--- src/rtl/deco_pkg.sv ---
// -----------------------------------------------------------------------------
// deco_pkg
// Shared definitions for the instruction-decode stage:
//   - deco_op_e     : defined opcodes (everything else decodes as illegal)
//   - field constants: bit positions of the opcode / a / b / c fields
//   - deco_bundle_t : fixed-width control part of the decoded bundle
//                     (opcode, zero-extended immediate source, we, illegal);
//                     the parameter-sized parts (rd, operands) travel beside it
//   - deco_ctl_t    : bundle plus operand/destination selects
//   - deco_decode() : opcode table -> deco_ctl_t
// No ports; no configuration macros.
// -----------------------------------------------------------------------------
package deco_pkg;

  typedef enum logic [4:0] {
    OP_LV  = 5'd1,
    OP_ADD = 5'd2,
    OP_SUB = 5'd3,
    OP_AND = 5'd4,
    OP_OR  = 5'd5,
    OP_CP  = 5'd6,
    OP_B   = 5'd7,
    OP_BEQ = 5'd8,
    OP_SLR = 5'd9,
    OP_GP  = 5'd10
  } deco_op_e;

  localparam int INSTR_W = 32;
  localparam int OPC_MSB = 31;
  localparam int OPC_LSB = 27;
  localparam int OPC_W   = 5;
  localparam int FA_LSB  = 18;
  localparam int FB_LSB  = 9;
  localparam int FC_LSB  = 0;
  localparam int FIELD_W = 9;
  localparam int IMM_W   = 20;  // widest immediate any opcode carries

  // Which instruction field feeds a register-file read port.
  typedef enum logic [1:0] {
    SRC_NONE = 2'd0,
    SRC_A    = 2'd1,
    SRC_B    = 2'd2,
    SRC_C    = 2'd3
  } deco_src_e;

  typedef struct packed {
    logic [OPC_W-1:0] opcode;
    logic [IMM_W-1:0] imm;
    logic             we;
    logic             illegal;
  } deco_bundle_t;

  typedef struct packed {
    deco_bundle_t bnd;
    logic         rd_en;   // out_rd carries field a
    deco_src_e    rs_src;
    deco_src_e    rt_src;
  } deco_ctl_t;

  function automatic deco_ctl_t deco_decode(input logic [INSTR_W-1:0] instr);
    deco_ctl_t c;
    c            = '0;
    c.bnd.opcode = instr[OPC_MSB:OPC_LSB];
    case (instr[OPC_MSB:OPC_LSB])
      OP_ADD, OP_SUB, OP_AND, OP_OR: begin
        c.rd_en  = 1'b1;
        c.rs_src = SRC_B;
        c.rt_src = SRC_C;
        c.bnd.we = 1'b1;
      end
      OP_LV, OP_CP: begin
        c.rd_en   = 1'b1;
        c.bnd.imm = instr[19:0];
        c.bnd.we  = 1'b1;
      end
      OP_B: begin
        c.bnd.imm = {13'd0, instr[6:0]};
      end
      OP_BEQ: begin
        c.rs_src  = SRC_A;
        c.rt_src  = SRC_B;
        c.bnd.imm = {11'd0, instr[8:0]};
      end
      OP_SLR: begin
        c.rd_en   = 1'b1;
        c.rs_src  = SRC_A;
        c.bnd.imm = instr[19:0];
        c.bnd.we  = 1'b1;
      end
      OP_GP: begin
        c.bnd.imm = {2'd0, instr[17:0]};
      end
      default: begin
        // Undefined opcode: everything zero except the illegal flag.
        c             = '0;
        c.bnd.illegal = 1'b1;
      end
    endcase
    return c;
  endfunction

endpackage

--- src/rtl/deco_regfile.sv ---
// -----------------------------------------------------------------------------
// deco_regfile
// NUM_REGS x DATA_W register file, cleared by asynchronous reset.
// One write port, two combinational read ports.
// Macro DECO_BYPASS_EN: when defined, a same-cycle write to an index being
// read is forwarded to that read port; otherwise reads return the pre-write
// value and the new value is visible from the next cycle.
// Ports:
//   clock, reset (async active-low)
//   wb_en / wb_idx / wb_data : write port
//   ra_idx -> ra_data, rb_idx -> rb_data : read ports
// -----------------------------------------------------------------------------
module deco_regfile
  import deco_pkg::*;
#(
  parameter  int DATA_W   = 32,
  parameter  int NUM_REGS = 32,
  localparam int IDX_W    = $clog2(NUM_REGS)
) (
  input  logic              clock,
  input  logic              reset,
  input  logic              wb_en,
  input  logic [IDX_W-1:0]  wb_idx,
  input  logic [DATA_W-1:0] wb_data,
  input  logic [IDX_W-1:0]  ra_idx,
  output logic [DATA_W-1:0] ra_data,
  input  logic [IDX_W-1:0]  rb_idx,
  output logic [DATA_W-1:0] rb_data
);

  logic [DATA_W-1:0] mem_q [NUM_REGS];

  always_ff @(posedge clock or negedge reset) begin
    if (!reset) begin
      for (int i = 0; i < NUM_REGS; i++) mem_q[i] <= '0;
    end else if (wb_en) begin
      mem_q[wb_idx] <= wb_data;
    end
  end

`ifdef DECO_BYPASS_EN
  assign ra_data = (wb_en && (wb_idx == ra_idx)) ? wb_data : mem_q[ra_idx];
  assign rb_data = (wb_en && (wb_idx == rb_idx)) ? wb_data : mem_q[rb_idx];
`else
  assign ra_data = mem_q[ra_idx];
  assign rb_data = mem_q[rb_idx];
`endif

endmodule

--- src/rtl/deco_stage.sv ---
// -----------------------------------------------------------------------------
// deco_stage
// Pipelined decode stage: accepts one instruction per cycle on a valid/ready
// handshake, reads operands from the integrated register file and presents a
// registered decoded bundle one cycle later.
// Macro DECO_BYPASS_EN (see deco_regfile): write-to-read forwarding.
// Ports:
//   clock, reset (async active-low)
//   in_valid/in_instr/in_ready : instruction input handshake
//   flush                      : drop held and incoming instruction
//   wb_en/wb_idx/wb_data       : register-file writeback
//   out_valid/out_ready        : bundle output handshake
//   out_opcode, out_rd, out_rs_val, out_rt_val, out_imm, out_we, out_illegal
// -----------------------------------------------------------------------------
module deco_stage
  import deco_pkg::*;
#(
  parameter  int DATA_W   = 32,
  parameter  int NUM_REGS = 32,
  localparam int IDX_W    = $clog2(NUM_REGS)
) (
  input  logic              clock,
  input  logic              reset,
  input  logic              in_valid,
  input  logic [31:0]       in_instr,
  output logic              in_ready,
  input  logic              flush,
  input  logic              wb_en,
  input  logic [IDX_W-1:0]  wb_idx,
  input  logic [DATA_W-1:0] wb_data,
  output logic              out_valid,
  input  logic              out_ready,
  output logic [4:0]        out_opcode,
  output logic [IDX_W-1:0]  out_rd,
  output logic [DATA_W-1:0] out_rs_val,
  output logic [DATA_W-1:0] out_rt_val,
  output logic [DATA_W-1:0] out_imm,
  output logic              out_we,
  output logic              out_illegal
);

  deco_ctl_t         ctl;
  logic [IDX_W-1:0]  idx_a, idx_b, idx_c;
  logic [IDX_W-1:0]  ra_idx, rb_idx;
  logic [DATA_W-1:0] ra_data, rb_data;
  logic              accept;

  logic [DATA_W-1:0] rs_d, rt_d;
  logic [IDX_W-1:0]  rd_d;

  logic              valid_q;
  deco_bundle_t      bnd_q;
  logic [IDX_W-1:0]  rd_q;
  logic [DATA_W-1:0] rs_q, rt_q;

  // Not every instruction bit reaches a register for every NUM_REGS.
  logic unused_instr;
  assign unused_instr = ^in_instr;

  // Decode (combinational, from in_instr only)
  assign ctl   = deco_decode(in_instr);
  assign idx_a = in_instr[FA_LSB +: IDX_W];
  assign idx_b = in_instr[FB_LSB +: IDX_W];
  assign idx_c = in_instr[FC_LSB +: IDX_W];

  // Port A serves rs (field b for arith, field a for BEQ/SLR);
  // port B serves rt (field c for arith, field b for BEQ).
  always_comb begin
    ra_idx = idx_b;
    if (ctl.rs_src == SRC_A) ra_idx = idx_a;
  end
  assign rb_idx = (ctl.rt_src == SRC_B) ? idx_b : idx_c;

  deco_regfile #(
    .DATA_W  (DATA_W),
    .NUM_REGS(NUM_REGS)
  ) u_regfile (
    .clock  (clock),
    .reset  (reset),
    .wb_en  (wb_en),
    .wb_idx (wb_idx),
    .wb_data(wb_data),
    .ra_idx (ra_idx),
    .ra_data(ra_data),
    .rb_idx (rb_idx),
    .rb_data(rb_data)
  );

  assign rs_d = (ctl.rs_src == SRC_NONE) ? '0 : ra_data;
  assign rt_d = (ctl.rt_src == SRC_NONE) ? '0 : rb_data;
  assign rd_d = ctl.rd_en ? idx_a : '0;

  assign in_ready = !valid_q || out_ready;
  assign accept   = in_valid && in_ready;

  // Output register: the bundle changes only on an accepted, unflushed
  // instruction, so it is stable for the whole of a stall.
  always_ff @(posedge clock or negedge reset) begin
    if (!reset) begin
      valid_q <= 1'b0;
      bnd_q   <= '0;
      rd_q    <= '0;
      rs_q    <= '0;
      rt_q    <= '0;
    end else begin
      if (flush)          valid_q <= 1'b0;
      else if (accept)    valid_q <= 1'b1;
      else if (out_ready) valid_q <= 1'b0;

      if (accept && !flush) begin
        bnd_q <= ctl.bnd;
        rd_q  <= rd_d;
        rs_q  <= rs_d;
        rt_q  <= rt_d;
      end
    end
  end

  assign out_valid   = valid_q;
  assign out_opcode  = bnd_q.opcode;
  assign out_rd      = rd_q;
  assign out_rs_val  = rs_q;
  assign out_rt_val  = rt_q;
  assign out_imm     = DATA_W'(bnd_q.imm);
  assign out_we      = bnd_q.we;
  assign out_illegal = bnd_q.illegal;

endmodule

--- config.mk ---
export PLATFORM = sky130hd
export DESIGN_NAME = deco_stage
export DESIGN_NICKNAME = d
export VERILOG_FILES = /design/src/rtl/deco_pkg.sv /design/src/rtl/deco_regfile.sv /design/src/rtl/deco_stage.sv
export SDC_FILE = /design/constraint.sdc
export NUM_CORES = 2
export LEC_CHECK = 0
export CORE_MARGIN = 4
export CORE_UTILIZATION = 60
export DETAILED_ROUTE_END_ITERATION = 10
export GPL_TIMING_DRIVEN = 1
export PLACE_DENSITY = 0.76
export SLEW_MARGIN = 5
export SYNTH_ARGS = -nofsm -noshare
export SYNTH_HDL_FRONTEND = slang
export SYNTH_SLANG_ARGS = --single-unit
--- constraint.sdc ---
create_clock -name clock -period 3.45 [get_ports clock]
set_clock_uncertainty 0.1 [all_clocks]
set_input_delay 0.69 -clock clock [delete_from_list [all_inputs] [get_ports clock]]
set_output_delay 0.69 -clock clock [all_outputs]
set_load 0.05 [all_outputs]
Yosys cells after proc, flatten, opt, wreduce, memory -nomap -nowiden:

Cells that the tools add are included.

* order comparisons: 4
* equal/unequal tests: 12
* mux-type cells: 23
* bitwise operators: 3
* reductions and logical operators: 14

Operators with widths (number)
* bitwise mux 1024 bit: 1
* binary-select mux 32 bit (select 5 bit): 2
* two-way mux 32 bit: 7
* demux 32 bit (select 5 bit): 1
* one-hot mux 20 bit (4 select lines): 1
* equality test 5 x 3 -> 1 bit, second input constant: 4
* two-way mux 5 bit: 4
* >= comparator 6 bit, second input constant: 3
* inverter 5 -> 6 bit: 3
* equality test 5 x 4 -> 1 bit, second input constant: 3
* equality test 5 x 2 -> 1 bit, second input constant: 2
* OR reduction 10 bit: 1
* one-hot mux 2 bit (2 select lines): 2
* OR reduction 7 bit: 1
* less-than comparator 6 x 1 -> 1 bit, second input constant: 1
* equality test 5 x 1 -> 1 bit, second input constant: 1
* two-way mux 1 bit: 5
* zero test 2 bit: 2
* OR reduction 4 bit: 1
* logical AND 1 bit: 3
* nonzero test 3 bit: 1
* OR reduction 3 bit: 1
* equality test 2 x 1 -> 1 bit, second input constant: 1
* equality test 2 bit, second input constant: 1
* 3 further kinds: 4

* flip-flop bits (word level): 1121

Logic depth before layout (Yosys ltp):

* depth after elaboration: 10
* depth in mapped cells: 12

Cells and area by module:

A second synthesis with hierarchy kept.

* cell total of the unflattened synthesis: 5075
* area total of the unflattened synthesis: 60480.5 um^2

Modules (own cells, without submodules)
* deco_regfile: times used 1, cells each 4605, area each 56245.2 um^2
* deco_stage: times used 1, cells each 470, area each 4235.3 um^2

Worst setup path after synthesis:

Ideal clock, no wire load.

* path type: input to register
* start point: input port in_instr[28]
* end point: register rs_q[11] (netlist: out_rs_val[11])
* library setup time: 0.124 ns
* arrival: 3.198 ns
* required time: 3.226 ns
* slack: 0.028 ns
* cell stages on the path: 10
* path buffers: 4
* path through: nor4b_1 > buf_4 > mux2i_1 > buf_2 > clkbuf_1 > clkbuf_1 > mux4_2 > mux2i_1 > o22ai_1 > a211o_1

* longest elaborated chain between the ends: 10
* elaborated cells on any way between the ends: 17

Ends and longest elaborated chain
* from (decl): RTL line deco_stage.sv:25 `input logic [31:0] in_instr,`
* equality test 5 x 2 -> 1 bit (tied with other cells): RTL line deco_pkg.sv:64 `case (instr[OPC_MSB:OPC_LSB])`
* OR reduction 4 bit / OR reduction 2 bit (equally long branches)
* one-hot mux 2 bit (2 select lines) *: RTL line deco_pkg.sv:64
* equality test 2 x 1 -> 1 bit: RTL line deco_stage.sv:70 `if (ctl.rs_src == SRC_A) ra_idx = idx_a;`
* two-way mux 5 bit: RTL line deco_stage.sv:70
* inverter 5 -> 6 bit (not written as such): RTL line deco_regfile.sv:45 `assign ra_data = mem_q[ra_idx];`
* binary-select mux 32 bit (select 5 bit): RTL line deco_regfile.sv:45
* two-way mux 32 bit (not written as such) (2 in a row): RTL line deco_regfile.sv:45
* two-way mux 32 bit *: RTL line deco_stage.sv:89 `assign rs_d = (ctl.rs_src == SRC_NONE) ? '0 : ra_data;`
* to (signal assigned): RTL line deco_stage.sv:113 `rs_q <= rs_d;`
* to (decl): RTL line deco_stage.sv:54 `logic [DATA_W-1:0] rs_q, rt_q;`

Mark *: on every way between the ends. The rest lies on a longest branch, timed or not. The select of a mux whose other input is x is not followed.
A chain may end at the register's enable or synchronous reset.

Worst setup path in the final report:

* start point: input port in_instr[28]
* end point: register rs_q[31] (netlist: out_rs_val[31])

The elaborated chain is that of the path after synthesis.

==> results.cfg <==
[grt]
grt_pass1_vias = 47400
grt_max_degree = 133
grt_pass1_wl_mm = 306
grt_antenna_before_repair = 11
grt_overflow_total = 0
gr-usage-all-layers_pct = 39.6

[synthesis]
yosysSeqAreaShare_pct = 47.1
synth-simple-area-share_pct = 4.47
synth_edf_count = 0
yosys.cell_types.count = 65
muxShareOfSynthArea_pct = 35.5
synthesis.area_sq_um = 59600
yosys.area_share.adder_pct = 0
syn-instance-count = 4731
synth_compound_area_share_pct = 9.45
yosys.area.top_type = dfrtp_1
synth_area_leaders = dfrtp_1 47%, mux2_2 20%, mux4_2 9.7%
yosys_warnings = 0
syn_avg_cell_area_sq_um = 12.6
yosys_register_bits = 1121
synth_flop_cell = dfrtp_1
yosys.area.top_type_share_pct = 47.1
synthArstFlopShare_pct = 100
synth_top_family_by_area = multiplexers
synth_xor_area_share_pct = 0

[detailed_routing]
drt_first_pass_iters = 7
drc = 0
first_iter_violations = 6510
wire_per_inst_microns = 32.6
routed_wl_mm = 208
num_vias = 46800
drtAntennaViolNets = 0
avgViaCountPerCell = 7.33

[timing]
timing.hold.ws_ns = 0.391
worst_pin_slew_ns = 1.23
setup_tns_ns = 0
drv_slew = 0
fin_crit_sh_pct = 98.1
maxSlewHeadroom_pct = 18.0
setup_viol = 0
hold_viol = 0
finalCriticalPeriod_ns = 3.38
fmax_mhz = 295
rsz0062_at_grt = no

[final_layout]
finalNonFillerCells = 6385
fin_util_pct = 71.8
area_delta_synth_final_pct = 18.6
drive_gt1_share_pct = 40.1
nets = 5072

[floorplan]
io_pins = 185
initial_core_util_pct = 60.6
die_h_microns = 323
die-area_sq_um = 104000
die_width_microns = 323
num_rows = 115
coreArea_sq_um = 98400

[cts]
cts_max_level = 3
clk_latency_ns = 0.74
cts_root_buf = clkbuf_16
clk_pin_slew_ns = 0.06
numCtsBuffers = 118
tritoncts = done
cts.sinks = 1121
clk_path_buf_depth = 3

[power_and_ir_drop]
sw_frac_of_total_pct = 28.5
power.switching_mw = 11.2
design_power_total_mw = 39.1
p_int_mw = 28.0
ir_drop_v = 0.000570
pwr-share-seq_pct = 44.9
clkPwrFrac_pct = 34.0
power_leakage_nw = 31.2
p_per_area_nw_per_um2 = 554
comb_power_share_pct = 21.0

[critical_path]
critPathLaunchType = input port
endpoint_kind = register
regToRegEndpoint = out_rt_val[21]$_DFFE_PN0P_
cp_max_fo = 13
r2r-start = out_valid$_DFFE_PN0P_
critPathKind = in -> reg
cp.arrival_ns = 3.89
critPathCapture = out_rs_val[31]$_DFFE_PN0P_
cp.required_ns = 3.96
rr_worst_depth = 9
regToRegSetupSlack_ns = 0.59
crit_start = in_instr[28]

[placement]
gp_congestion = 0.936
placedCellCount = 6160
dpl.hpwl_mm = 129
place.port_buffers = 168

[flow_run]
maxCapViolCount = 0

[run_status]
status = completed

[worst_hold_path]
hold_path_depth = 1
hold_class = reg -> reg
[timing repair]
item / in CTS / in global routing
cloned: 0 / 1
setup buffers: 0 / 2
endpoints found under the setup margin: 1 / 5
hold endpoints to repair: 31 / 0
pin swaps: 0 / 0
resized for setup: 1 / 2
hold buffers: 1 / 0
[area by class of cell]
type / instances / area [sq um]
sequential: 1121 / 28100
antenna: 8 / 20.0
fill: 6560 / 27800
multi-input combinational: 3115 / 30000
tap: 1287 / 1610
inverter: 6 / 22.5
clock buffer: 182 / 3600
clock inverter: 31 / 440
timing repair buffer: 635 / 6930
[through the flow]
step	instance area, sq um	setup WS (ns)
floorplan	59600	0.0278
CTS	70600	0.0847
global route	70600	0.0110
global placement	66500	-0.711
detailed placement	66500	-0.779
finish	70700	0.0653
[kinds of logic (layout without fill, tap and decap cells)]
| logic type | Yosys count | count (layout) |
|---|---|---|
| compound gates | 878 | 878 |
| mux | 1656 | 1657 |
| flops | 1121 | 1121 |
| other cells | 1 | 20 |
| simple gates | 568 | 568 |
| buf+inv | 507 | 854 |
[cells in the final DEF (no fill, tap or decap), types with 21 or more instances in the layout]
| cell | n |
|---|---|
| clkbuf_8 | 34 |
| mux4_2 | 256 |
| a221oi_1 | 31 |
| buf_12 | 139 |
| a31oi_1 | 31 |
| a211oi_1 | 42 |
| mux2_2 | 1059 |
| clkbuf_1 | 27 |
| dfrtp_1 | 1121 |
| nor2_1 | 26 |
| nor2_4 | 21 |
| o211ai_1 | 33 |
| and3_1 | 41 |
| o21a_1 | 30 |
| o22ai_1 | 90 |
| a22o_1 | 30 |
| clkdlybuf4s50_1 | 167 |
| nand2_1 | 208 |
| clkbuf_16 | 121 |
| a21oi_1 | 212 |
| o21ai_0 | 214 |
| mux2i_1 | 283 |
| mux2_1 | 51 |
| o41ai_1 | 32 |
| a211o_1 | 47 |
| nand3_1 | 205 |
| buf_4 | 327 |
[power groups by stage]
stage	registers, mW	clock network [mW]	logic (mW)
3_3_place_gp	17.5	0	7.79
3_5_place_dp	17.6	0	8.05
6_report	17.6	13.3	8.22
5_1_grt	17.8	13.9	8.77
2_1_floorplan	17.3	0	5.44
4_1_cts	17.4	13.3	8.13
[worst max-delay path, cell delays in order]
cell and delay [ns]:
clkdlybuf4s50_1 0.43, buf_4 0.19, nor4b_2 0.27, buf_4 0.25, mux2_8 0.54, buf_4 0.25
mux4_2 0.44, mux2i_2 0.30, o22ai_1 0.21, a221o_1 0.30
[flip-flops by register name, summed over array words and instances (netlist names)]
signal	cells
out_we	1
out_illegal	1
u_regfile.mem_q	1024
out_rs_val	32
out_opcode	5
out_imm	20
out_valid	1
out_rt_val	32
out_rd	5
[cells in the mapped netlist (6+ instances only)]
master    number
a211o_1       47
nand2_1      224
o32ai_1       14
a221oi_1      31
a21oi_1      214
a21o_1        18
nor2_1        45
mux4_2       256
o21a_1        30
o211ai_1      33
a211oi_1      42
buf_4         23
buf_2         66
clkbuf_1     333
o21ai_0      215
mux2i_1      288
o31a_1        14
nor3_1         7
a31oi_1       34
o41ai_1       33
a221o_1       14
nand3_1      206
and3_1        41
mux2_1        51
buf_1         78
nand2b_1       6
o22ai_1       91
mux2_2      1061
a22o_1        30
dfrtp_1     1121
[metal layers]
metal	GRT usage, %	part of all wire, %	up-vias
met4	24.3	6.9	10
met5	0.317	0.029	-
li1	-	-	18400
met1	51.5	36	23800
met2	58.0	43	3591
met3	13.1	13	956
[worst min-delay path by stage]
stage                                     startpoint  slack, ns                          to
final                     out_rs_val[21]$_DFFE_PN0P_       0.39  out_rs_val[21]$_DFFE_PN0P_
after global routing      out_rs_val[22]$_DFFE_PN0P_       0.41  out_rs_val[22]$_DFFE_PN0P_
after detailed placement  out_rs_val[21]$_DFFE_PN0P_       0.38  out_rs_val[21]$_DFFE_PN0P_
after floorplan                                reset       0.29     out_illegal$_DFFE_PN0P_
after CTS                 out_rs_val[21]$_DFFE_PN0P_       0.39  out_rs_val[21]$_DFFE_PN0P_
after global placement     out_opcode[4]$_DFFE_PN0P_       0.37   out_opcode[4]$_DFFE_PN0P_
Power figures use the tool's default switching activity.
